## src/rtl/cnc_feeder.sv

```systemverilog
// Initiator-side driver for the CNC serial interface: streams one parallel request onto
// IN_VALID/MODE/IN, gathers the OUT_VALID/OUT beats and returns them as one response.
// Optional CNC_FEEDER_TIMEOUT_EN adds a per-beat watchdog that ends the wait with rsp_err=1.
module cnc_feeder #(
  parameter int unsigned DATA_W      = 8,
  parameter int unsigned OUT_W       = 17,
  parameter int unsigned OUT_BEATS   = 2,
  parameter int unsigned TIMEOUT_CYC = 255
) (
  input  logic                       clk,
  input  logic                       rst,
  input  logic                       req_valid,
  output logic                       req_ready,
  input  logic [1:0]                 req_mode,
  input  logic [DATA_W-1:0]          req_a_re,
  input  logic [DATA_W-1:0]          req_a_im,
  input  logic [DATA_W-1:0]          req_b_re,
  input  logic [DATA_W-1:0]          req_b_im,
  output logic                       IN_VALID,
  output logic [1:0]                 MODE,
  output logic [DATA_W-1:0]          IN,
  input  logic                       OUT_VALID,
  input  logic [OUT_W-1:0]           OUT,
  output logic                       rsp_valid,
  input  logic                       rsp_ready,
  output logic [OUT_BEATS*OUT_W-1:0] rsp_data,
  output logic                       rsp_err
);

  localparam int unsigned BEAT_W = (OUT_BEATS > 1) ? $clog2(OUT_BEATS) : 1;
  localparam int unsigned RSP_W  = OUT_BEATS * OUT_W;

  typedef enum logic [1:0] {S_IDLE, S_SEND, S_WAIT, S_RESP} state_t;

  state_t              state_q, state_d;
  logic [1:0]          send_cnt_q, send_cnt_d;
  logic [BEAT_W-1:0]   beat_cnt_q, beat_cnt_d;
  logic [DATA_W-1:0]   a_im_q, a_im_d;
  logic [DATA_W-1:0]   b_re_q, b_re_d;
  logic [DATA_W-1:0]   b_im_q, b_im_d;
  logic                in_valid_d;
  logic [1:0]          mode_d;
  logic [DATA_W-1:0]   in_d;
  logic                rsp_valid_d;
  logic [RSP_W-1:0]    rsp_data_d;
  logic                last_beat;

`ifdef CNC_FEEDER_TIMEOUT_EN
  localparam int unsigned TO_W = $clog2(TIMEOUT_CYC + 1);
  logic [TO_W-1:0] to_cnt_q, to_cnt_d;
  logic            rsp_err_q, rsp_err_d;
  assign rsp_err = rsp_err_q;
`else
  assign rsp_err = 1'b0;
`endif

  // Idle is the only accepting state; held low while reset is asserted.
  assign req_ready = (state_q == S_IDLE) && !rst;
  assign last_beat = (beat_cnt_q == BEAT_W'(OUT_BEATS - 1));

  // Next-state and next-output logic; bus fields are zero whenever IN_VALID is low.
  always_comb begin
    state_d     = state_q;
    send_cnt_d  = send_cnt_q;
    beat_cnt_d  = beat_cnt_q;
    a_im_d      = a_im_q;
    b_re_d      = b_re_q;
    b_im_d      = b_im_q;
    in_valid_d  = 1'b0;
    mode_d      = 2'b00;
    in_d        = '0;
    rsp_valid_d = rsp_valid;
    rsp_data_d  = rsp_data;
`ifdef CNC_FEEDER_TIMEOUT_EN
    to_cnt_d    = to_cnt_q;
    rsp_err_d   = rsp_err_q;
`endif
    case (state_q)
      S_IDLE: begin
        if (req_valid) begin
          a_im_d     = req_a_im;
          b_re_d     = req_b_re;
          b_im_d     = req_b_im;
          in_valid_d = 1'b1;
          mode_d     = req_mode;
          in_d       = req_a_re;
          send_cnt_d = 2'd1;
          beat_cnt_d = '0;
          rsp_data_d = '0;
          state_d    = S_SEND;
        end
      end
      S_SEND: begin
        // send_cnt wraps to 0 once the fourth beat is on the bus.
        if (send_cnt_q == 2'd0) begin
          state_d = S_WAIT;
`ifdef CNC_FEEDER_TIMEOUT_EN
          to_cnt_d = '0;
`endif
        end else begin
          in_valid_d = 1'b1;
          send_cnt_d = send_cnt_q + 2'd1;
          case (send_cnt_q)
            2'd1:    in_d = a_im_q;
            2'd2:    in_d = b_re_q;
            default: in_d = b_im_q;
          endcase
        end
      end
      S_WAIT: begin
        if (OUT_VALID) begin
          for (int unsigned i = 0; i < OUT_BEATS; i++) begin
            if (beat_cnt_q == BEAT_W'(i)) rsp_data_d[i*OUT_W +: OUT_W] = OUT;
          end
          beat_cnt_d = beat_cnt_q + BEAT_W'(1);
`ifdef CNC_FEEDER_TIMEOUT_EN
          to_cnt_d = '0;
`endif
          if (last_beat) begin
            rsp_valid_d = 1'b1;
            state_d     = S_RESP;
          end
        end
`ifdef CNC_FEEDER_TIMEOUT_EN
        else if (to_cnt_q == TO_W'(TIMEOUT_CYC)) begin
          rsp_valid_d = 1'b1;
          rsp_err_d   = 1'b1;
          state_d     = S_RESP;
        end else begin
          to_cnt_d = to_cnt_q + TO_W'(1);
        end
`endif
      end
      S_RESP: begin
        if (rsp_ready) begin
          rsp_valid_d = 1'b0;
`ifdef CNC_FEEDER_TIMEOUT_EN
          rsp_err_d   = 1'b0;
`endif
          state_d     = S_IDLE;
        end
      end
      default: state_d = S_IDLE;
    endcase
  end

  // State and registered outputs.
  always_ff @(posedge clk) begin
    if (rst) begin
      state_q    <= S_IDLE;
      send_cnt_q <= 2'd0;
      beat_cnt_q <= '0;
      a_im_q     <= '0;
      b_re_q     <= '0;
      b_im_q     <= '0;
      IN_VALID   <= 1'b0;
      MODE       <= 2'b00;
      IN         <= '0;
      rsp_valid  <= 1'b0;
      rsp_data   <= '0;
    end else begin
      state_q    <= state_d;
      send_cnt_q <= send_cnt_d;
      beat_cnt_q <= beat_cnt_d;
      a_im_q     <= a_im_d;
      b_re_q     <= b_re_d;
      b_im_q     <= b_im_d;
      IN_VALID   <= in_valid_d;
      MODE       <= mode_d;
      IN         <= in_d;
      rsp_valid  <= rsp_valid_d;
      rsp_data   <= rsp_data_d;
    end
  end

`ifdef CNC_FEEDER_TIMEOUT_EN
  // Watchdog counter and error flag.
  always_ff @(posedge clk) begin
    if (rst) begin
      to_cnt_q  <= '0;
      rsp_err_q <= 1'b0;
    end else begin
      to_cnt_q  <= to_cnt_d;
      rsp_err_q <= rsp_err_d;
    end
  end
`endif

endmodule

```

## config.mk

```make
export PLATFORM = sky130hd
export DESIGN_NAME = cnc_feeder
export DESIGN_NICKNAME = d
export VERILOG_FILES = /design/src/rtl/cnc_feeder.sv
export SDC_FILE = /design/constraint.sdc
export NUM_CORES = 1
export LEC_CHECK = 0
export BUFFER_PORTS_ARGS = -buffer_cell sky130_fd_sc_hd__clkbuf_2
export CAP_MARGIN = 20
export CORE_UTILIZATION = 54
export CTS_CLUSTER_SIZE = 28
export DETAILED_ROUTE_END_ITERATION = 7
export GPL_ROUTABILITY_DRIVEN = 0
export GPL_TIMING_DRIVEN = 0
export PLACE_DENSITY = 0.95
export SYNTH_ARGS = -nofsm -noshare
export SYNTH_HDL_FRONTEND = slang
export SYNTH_SLANG_ARGS = --single-unit
```

## constraint.sdc

```tcl
create_clock -name clk -period 3.4 [get_ports clk]
set_input_delay 0.34 -clock clk [delete_from_list [all_inputs] [get_ports clk]]
set_output_delay 0.34 -clock clk [all_outputs]
set_load 0.01 [all_outputs]
```

==> Yosys cells after proc, flatten, opt, wreduce, memory -nomap -nowiden <==
Index checks and enable logic that the tools add are counted.
{ "word_totals": {"regBits": 75, "output_inout_bits": 48, "wordCells": 70, "in_bits": 56} }
{ "op_classes": {"addsub": 2, "n_reduce_logical": 15, "n_mux": 27, "bitwise": 2, "n_eq_ne": 12} }
{ "op_table": {"columns": ["operator", "n"], "rows": [
  ["2-to-1 mux 34 bit", 2],
  ["one-hot mux 34 bit (2 select lines)", 1],
  ["2-to-1 mux 17 bit", 2],
  ["one-hot mux 8 bit (2 select lines)", 2],
  ["2-to-1 mux 8 bit", 2],
  ["!= test 2 bit, second input constant", 7],
  ["2-to-1 mux 2 bit", 6],
  ["AND reduction 4 bit", 3],
  ["one-hot mux 2 bit (4 select lines)", 1],
  ["2-to-1 mux 1 bit", 7],
  ["== test 2 bit, second input constant", 3],
  ["one-hot mux 1 bit (2 select lines)", 3],
  ["AND reduction 3 bit", 2],
  ["nonzero test 2 bit", 3],
  ["AND reduction 5 bit", 1],
  ["== test 2 x 1 -> 1 bit, second input constant", 2],
  ["logical NOT 2 bit", 2],
  ["one-hot mux 2 bit (2 select lines)", 1],
  ["OR reduction 3 bit", 1],
  ["adder 2 x 1 -> 2 bit, second input constant", 1],
  ["inverter 1 bit", 2],
  ["AND reduction 2 bit", 1],
  ["adder 1 bit, second input constant", 1],
  ["logical AND 1 bit", 1],
  ["logical NOT 1 bit", 1]
]} }

==> Logic depth before layout (Yosys ltp) <==
Gate-level depths: netlist of run 1.
{ "logic_depth": {"word_depth": 4, "mapped_depth": 8, "ltp_nobuf": 6} }

==> Worst setup path after synthesis of run 1 <==
No wires, ideal clock.
{ "synth_path": {"path_type": "register to register", "start": "reg state_q[0]", "end": "reg rsp_data[10]", "required_time_ps": 3272, "t_arrival_ps": 1605, "stages_incl_launch_ff": 8, "setup_slack_ps": 1667, "path_buffers": 1, "period_less_slack_ps": 1733, "setup_ps": 128, "path_cell_list": "dfxtp_1 inv_1 ha_1 mux2i_1 a21oi_4 buf_6 mux2i_1 nor2_1"} }
{ "synth_via": {"elab_chain_len": 3, "word_cells_on_any_way": 8, "cone_classes": "4 x eq/ne; 1 x mux; 3 x reduce/logical"} }
{ "synth_lines": {"columns": ["item", "line_no", "rtl"], "rows": [
  ["start, declared", "35", "state_t state_q, state_d;"],
  ["start signal, assigned", "162", "state_q <= state_d;"],
  ["== test 2 bit / logical NOT 2 bit (equally long branches)", "78", "case (state_q)"],
  ["!= test 2 bit (no line) / nonzero test 2 bit (equally long branches)", null, null],
  ["AND reduction 4 bit (no line)", null, null],
  ["end signal, assigned", "172", "rsp_data <= rsp_data_d;"],
  ["end, declared", "26", "output logic [OUT_BEATS*OUT_W-1:0] rsp_data,"]
]} }
Several ways; a longest one is shown, not always the timed one.
A chain may end at the register's enable or synchronous reset.

==> Worst setup path after layout of run 1 <==
{ "layout_path": {"start": "reg state_q[0]", "end": "reg rsp_data[12]"} }
The elaborated chain is that of the path after synthesis.

==> impl_metrics.py, run 1 <==
metrics = {
    "finish": {
        "most-common-layout-cells": "clkbuf_2, nand2_1, dfxtp_1",
        "drive_above_1_share": 0.2623,
        "final_common_cell": "clkbuf_2",
        "diodes": 0,
        "synthToLayoutAreaGrowth_pct": 26.34,
        "fin_nets": 547,
        "fin_area_sq_um": 3901,
        "post-route-util": 0.7085,
    },
    "clock_network": {
        "h-tree-depth": 3,
        "clk_latency_ps": 360,
        "cts_root_buffer": "clkbuf_8",
        "cts_max_path_buffers": 2,
        "post-cts-setup-buffers": 0,
        "cts.sinks": 75,
        "clk_pin_slew_ps": 90,
        "cts_resized": 0,
        "numCtsBuffers": 9,
        "cts_tree": "done",
        "hold_buffers": 0,
    },
    "global_route": {
        "grt_pass1_wl_mm": 12.48,
        "grt_pass1_vias": 2819,
        "grtUsageTotal": 0.2694,
        "grt.overflow.total": 0,
        "antenna_found_initial": 0,
        "grt_max_degree": 17,
    },
    "floorplanning": {
        "die_width_um": 77.62,
        "fp-row-count": 27,
        "initial_core_util": 0.5608,
        "ios": 104,
        "die_area_sq_um": 6025,
        "core_area_sq_um": 5507,
        "die_y_um": 77.62,
    },
    "timing": {
        "final-hold-violation-count": 0,
        "fin_crit_sh": 0.5906,
        "period_minus_slack_ps": 2008,
        "skew_ps": 12.59,
        "max_slew_margin": 0.6386,
        "drv_slew": 0,
        "setup_viol": 0,
        "rsz0062_at_grt": "false",
        "clock.fmax_ghz": 0.4980,
        "setup_tns_ps": 0,
        "worst_pin_slew_ps": 541.1,
    },
    "critical_path": {
        "endpoint": "rsp_data[12]",
        "worstPathRequired_ps": 3640,
        "slowest_delay_ps": 390,
        "startpoint": "state_q[0]",
        "path_delay_family": "multiplexers",
        "cp.depth": 7,
        "cp_cell_sequence": "inv_1, ha_1, mux2i_1, a21oi_4, buf_6, mux2i_1, nor2_1",
        "path_class": "flip-flop to flip-flop",
        "reg2reg_slack_ps": 1390,
        "reg2reg_depth": 7,
        "path_buf_inv": 2,
        "cp-start-kind": "flip-flop",
        "slowest_stage": "dfxtp_1",
        "r2r_start": "state_q[0]",
        "crit_path_end_kind": "flip-flop",
        "path_common_cell": "mux2i_1",
        "cp_max_fo": 10,
        "arrival_ps": 2250,
        "r2r-end": "rsp_data[12]",
    },
    "power_and_ir_drop": {
        "power.leakage_uw": 0.001691,
        "power_per_cell_area_nw_per_um2": 685.8,
        "ir_drop_mv": 0.3491,
    },
    "detailed_routing": {
        "firstDrtPassIters": 5,
        "drc_errors": 0,
        "wl_per_cell_um": 13.78,
        "vias": 2909,
        "drtAntennaViolNets": 0,
        "viasPerCell": 5.195,
        "drt-initial-drc-count": 134,
        "drt_wl_total_mm": 7.718,
    },
    "placement": {
        "io_buffers": 101,
        "placed_area_sq_um": 3684,
        "dp_hpwl_mm": 5.770,
    },
    "logic_synthesis": {
        "synth_top_area_frac": 0.4862,
        "ys_types": 28,
        "ys_warn_count": 0,
        "avgSynthCellArea_sq_um": 8.323,
        "synth_area_leaders": "dfxtp_1, nand2_1, a21oi_1",
        "synthesis.area_sq_um": 3088,
        "syn_inst": 371,
        "synth_top_area_cell": "dfxtp_1",
        "ys_seq_area_frac": 0.4862,
        "syn_nets": 435,
        "synth_seq_cells": 75,
    },
    "min_path": {
        "hold_path_depth": 3,
        "hp-class": "input port to flip-flop",
    },
    "run": {
        "maxCapViolCount": 0,
    },
    "status": {
        "status": "finished, final reports clean",
    },
}
## state kept, by name, indices dropped and copies added, names as in the netlist
register / count
a_im_q: 8
IN: 8
rsp_data: 34
send_cnt_q: 2
rsp_valid: 1
MODE: 2
IN_VALID: 1
b_im_q: 8
beat_cnt_q: 1
state_q: 2
b_re_q: 8
## worst min-delay path by stage
stage / from / endpoint
3_5_place_dp: rsp_data[28] / rsp_data[28]
4_1_cts: req_a_im[3] / a_im_q[3]
5_1_grt: req_a_im[5] / a_im_q[5]
6_report: req_b_re[7] / b_re_q[7]
2_1_floorplan: a_im_q[0] / a_im_q[0]
3_3_place_gp: b_re_q[4] / b_re_q[4]
## cell type report
class	count	area, sq um
plain buffers	27	128.9
clock buffers	9	123.9
clock inverters	7	93.84
fillers	404	1605
inverters	6	22.52
multi-input cells	263	1435
flip-flops and latches	75	1501
well taps	72	90.09
repair buffers	101	505.5
## worst register-to-register path, cell delays in order, from the launching register on
cell and delay (ps):
dfxtp_1 390, inv_1 100, ha_1 270, mux2i_1 230, a21oi_4 390, buf_6 240
mux2i_1 220, nor2_1 60
## kinds of logic after synthesis
| family | share of synthesized area |
|---|---|
| AND/OR/NAND/NOR | 0.2131 |
| AO/OA/AOI/OAI | 0.1528 |
| flip-flops | 0.4862 |
| buffers and inverters | 0.04903 |
| multiplexers | 0.06523 |
| adder cells (fa/ha/maj) | 0.03242 |
| other | 0.001214 |
## synth_stat cells
library cell / count
nand2_1: 85
dfxtp_1: 75
a21oi_1: 53
nor2_1: 41
clkbuf_1: 21
mux2i_1: 19
and2_1: 18
a211oi_1: 11
a22oi_1: 9
ha_1: 8
inv_1: 6
buf_6: 3
nand2b_1: 3
nor2b_1: 2
nor3b_1: 2
o21ai_0: 2
or2_2: 2
a2111oi_2: 1
a21boi_1: 1
a21oi_4: 1
and2b_1: 1
buf_1: 1
buf_2: 1
buf_4: 1
conb_1: 1
mux2_2: 1
nor2_2: 1
o31ai_1: 1
## per-layer routing
metal,GRT usage,share of wire,up-vias
li1,-,-,1448
met1,0.2937,0.41,1337
met2,0.4779,0.50,107
met3,0.08471,0.065,17
met4,0.1151,0.021,0
met5,0,0,-
## metrics by stage
| stage | power, uW | hold WS [ps] | setup WS [ps] | cells |
|---|---|---|---|---|
| 4_1_cts | 2677 | 183.6 | 1408 | 560 |
| 6_report | 2675 | 192.6 | 1392 | 560 |
| 3_5_place_dp | 1948 | 445.4 | 1434 | 544 |
| 5_1_grt | 2817 | 201.9 | 1259 | 560 |
| 3_3_place_gp | 1905 | 442.0 | 1492 | 544 |
| 2_1_floorplan | 1694 | 436.0 | 1667 | 371 |
## power by group
| part | switching [uW] | internal, uW | leakage, uW |
|---|---|---|---|
| sequential | 70.8 | 1000 | 0.000610 |
| combinational | 530 | 331 | 0.000974 |
| clock | 380 | 359 | 0.000107 |
| total | 981 | 1690 | 0.00169 |
No activity file was read; power rests on OpenSTA's default activity.
==> run 2: changes to the inputs <==
CORE_UTILIZATION = 45   (was 54)
PLACE_DENSITY = 0.85   (was 0.95)
clock period = 1.7 ns   (was 3.4 ns; I/O delays follow)
==> run 2 against run 1 <==
Effect of this change:
- largest cell class is now multi-input combinational cells
- sequential share of layout area decreased by 0.94 points
- the run now ends with DRC, setup timing left
- power increased by 100%
- clock-buffer cell count increased by 1
- routed wire length decreased by 0.70%
- register-to-register slack got worse by 1400 ps
- via count decreased by 1.4%
- die area increased by 19%
- fmax increased by 17%
- critical path depth unchanged
==> impl_metrics.py, run 2 (synthesis gave the netlist of run 1 again) <==
metrics = {
    "status": {
        "status": "complete, but fails checks",
        "violations": "DRC, setup timing",
    },
    "global_route": {
        "grtUsageMet2": 0.3747,
        "grtUsageTotal": 0.2205,
        "use_met1": 0.2529,
        "grt_pass1_wl_mm": 12.45,
        "antenna_found_initial": 0,
        "grt_max_degree": 14,
        "grt_pass1_vias": 2758,
        "grt-busiest-layer": "met2",
        "grt_util_met3": 0.07782,
        "grt.overflow.total": 0,
    },
    "critical_path": {
        "r2r_start": "state_q[0]",
        "slowest_delay_ps": 380,
        "path_delay_family": "compound AO/OA/AOI/OAI gates",
        "reg2reg_slack_ps": -20,
        "cp-start-kind": "flip-flop",
        "arrival_ps": 1930,
        "reg2reg_depth": 7,
        "crit_path_end_kind": "flip-flop",
        "startpoint": "state_q[0]",
        "slowest_stage": "dfxtp_4",
        "cp_cell_sequence": "inv_4, ha_4, a21boi_4, buf_6, a2111oi_4, mux2i_1, nor2_1",
        "path_class": "flip-flop to flip-flop",
        "cp_max_fo": 4,
        "r2r-end": "state_q[1]",
        "worstPathRequired_ps": 1910,
        "path_buf_inv": 2,
    },
    "finish": {
        "fin_area_sq_um": 4023,
        "fin_nets": 549,
        "most-common-layout-cells": "clkbuf_2, nand2_1, dfxtp_1",
        "top_register": "rsp_data",
        "multi_input_area_sq_um": 1528,
        "largest_register_ff_count": 34,
        "final_common_cell": "clkbuf_2",
        "drive_above_1_share": 0.3061,
        "synthToLayoutAreaGrowth_pct": 30.27,
        "seq_area_sq_um": 1510,
        "diodes": 0,
        "fillers": 543,
    },
    "power_and_ir_drop": {
        "power_per_cell_area_nw_per_um2": 1356,
        "power.leakage_uw": 0.001718,
        "total_power_uw": 5455,
        "ir_drop_mv": 0.6990,
    },
    "detailed_routing": {
        "vias": 2867,
        "viasPerCell": 5.056,
        "firstDrtPassIters": 7,
        "drt-initial-drc-count": 116,
        "drt_wl_total_mm": 7.664,
        "wl_per_cell_um": 13.52,
        "drc_errors": 7,
        "drtAntennaViolNets": 0,
    },
    "timing": {
        "worst_pin_slew_ps": 562.1,
        "max_slew_margin": 0.6252,
        "fin_crit_sh": 1.009,
        "setup_viol": 1,
        "rsz0062_at_grt": "true",
        "drv_slew": 0,
        "fin_ws_ps": -15.25,
        "skew_ps": 8.843,
        "final-hold-violation-count": 0,
        "period_minus_slack_ps": 1715,
        "setup_tns_ps": -15.25,
        "clock.fmax_ghz": 0.5830,
    },
    "clock_network": {
        "numCtsBuffers": 9,
        "clk_latency_ps": 350,
        "cts_root_buffer": "clkbuf_8",
        "h-tree-depth": 3,
        "cts_max_path_buffers": 2,
        "clk_pin_slew_ps": 80,
        "cts.sinks": 75,
        "cts_tree": "done",
    },
    "placement": {
        "placed_area_sq_um": 3696,
        "dp_slack_ps": -228.2,
        "dp_hpwl_mm": 5.563,
        "io_buffers": 101,
    },
    "min_path": {
        "hold_path_depth": 3,
        "whs_endpoint": "a_im_q[3]",
        "worstHoldStart": "req_a_im[3]",
        "hp-class": "input port to flip-flop",
    },
    "floorplanning": {
        "ios": 104,
        "die_width_um": 84.84,
        "initial_core_util": 0.4754,
        "die_y_um": 84.84,
        "core_area_sq_um": 6495,
        "fp-row-count": 29,
        "die_area_sq_um": 7198,
    },
    "run": {
        "maxCapViolCount": 0,
    },
}
run 2: routing by layer:
layer	share of wire	vias up
met3	0.085	11
met4	0.013	0
met2	0.49	107
li1	-	1447
met1	0.41	1302
met5	0	-
run 2: worst max-delay path by stage:
stage,endpoint,slack [ps],cells past startpoint
after detailed placement,IN[3],-230,8
after floorplan,rsp_data[17],20,8
after global placement,rsp_data[11],-140,7
after global routing,state_q[1],-110,7
final,state_q[1],-20,7
after CTS,rsp_data[17],0.1,8
run 2: area by class of cell:
cell class                      count  share of cell area
Tap cell                           77             0.02395
Multi-Input combinational cell    263              0.3798
Inverter                            6            0.006843
Clock buffer                       10             0.03173
Buffer                             24             0.02986
Sequential cell                    75              0.3754
Clock inverter                      6             0.01649
Timing Repair Buffer              106              0.1359
run 2: repair_timing:
item / 4_1_cts / 5_1_grt
hold buffers: 0 / 0
endpoints found under the hold margin: 0 / 0
buffers inserted: 3 / 2
pin swaps: 0 / 4
setup endpoints to repair: 67 / 46
cloned: 0 / 0
resized for setup: 17 / 19
run 2: where the power goes:
group          switching (uW)  internal, uW  total, uW  leakage [uW]
combinational            1110           824       1940       0.00102
clock                     658           678       1340     0.0000885
sequential                161          2020       2180      0.000611
run 2: through the flow:
stage	instances	utilization	hold slack (ps)
2_1_floorplan	371	-	306.0
3_3_place_gp	549	0.5691	398.8
3_5_place_dp	549	0.5691	400.5
4_1_cts	567	0.6128	29.46
5_1_grt	567	0.6193	30.98
6_report	567	0.6193	38.46
run 2: worst reg2reg max path: stages (launching register included):
cell and delay (ps):
dfxtp_4 380, inv_4 50, ha_4 170, a21boi_4 150, buf_6 130, a2111oi_4 370
mux2i_1 270, nor2_1 50
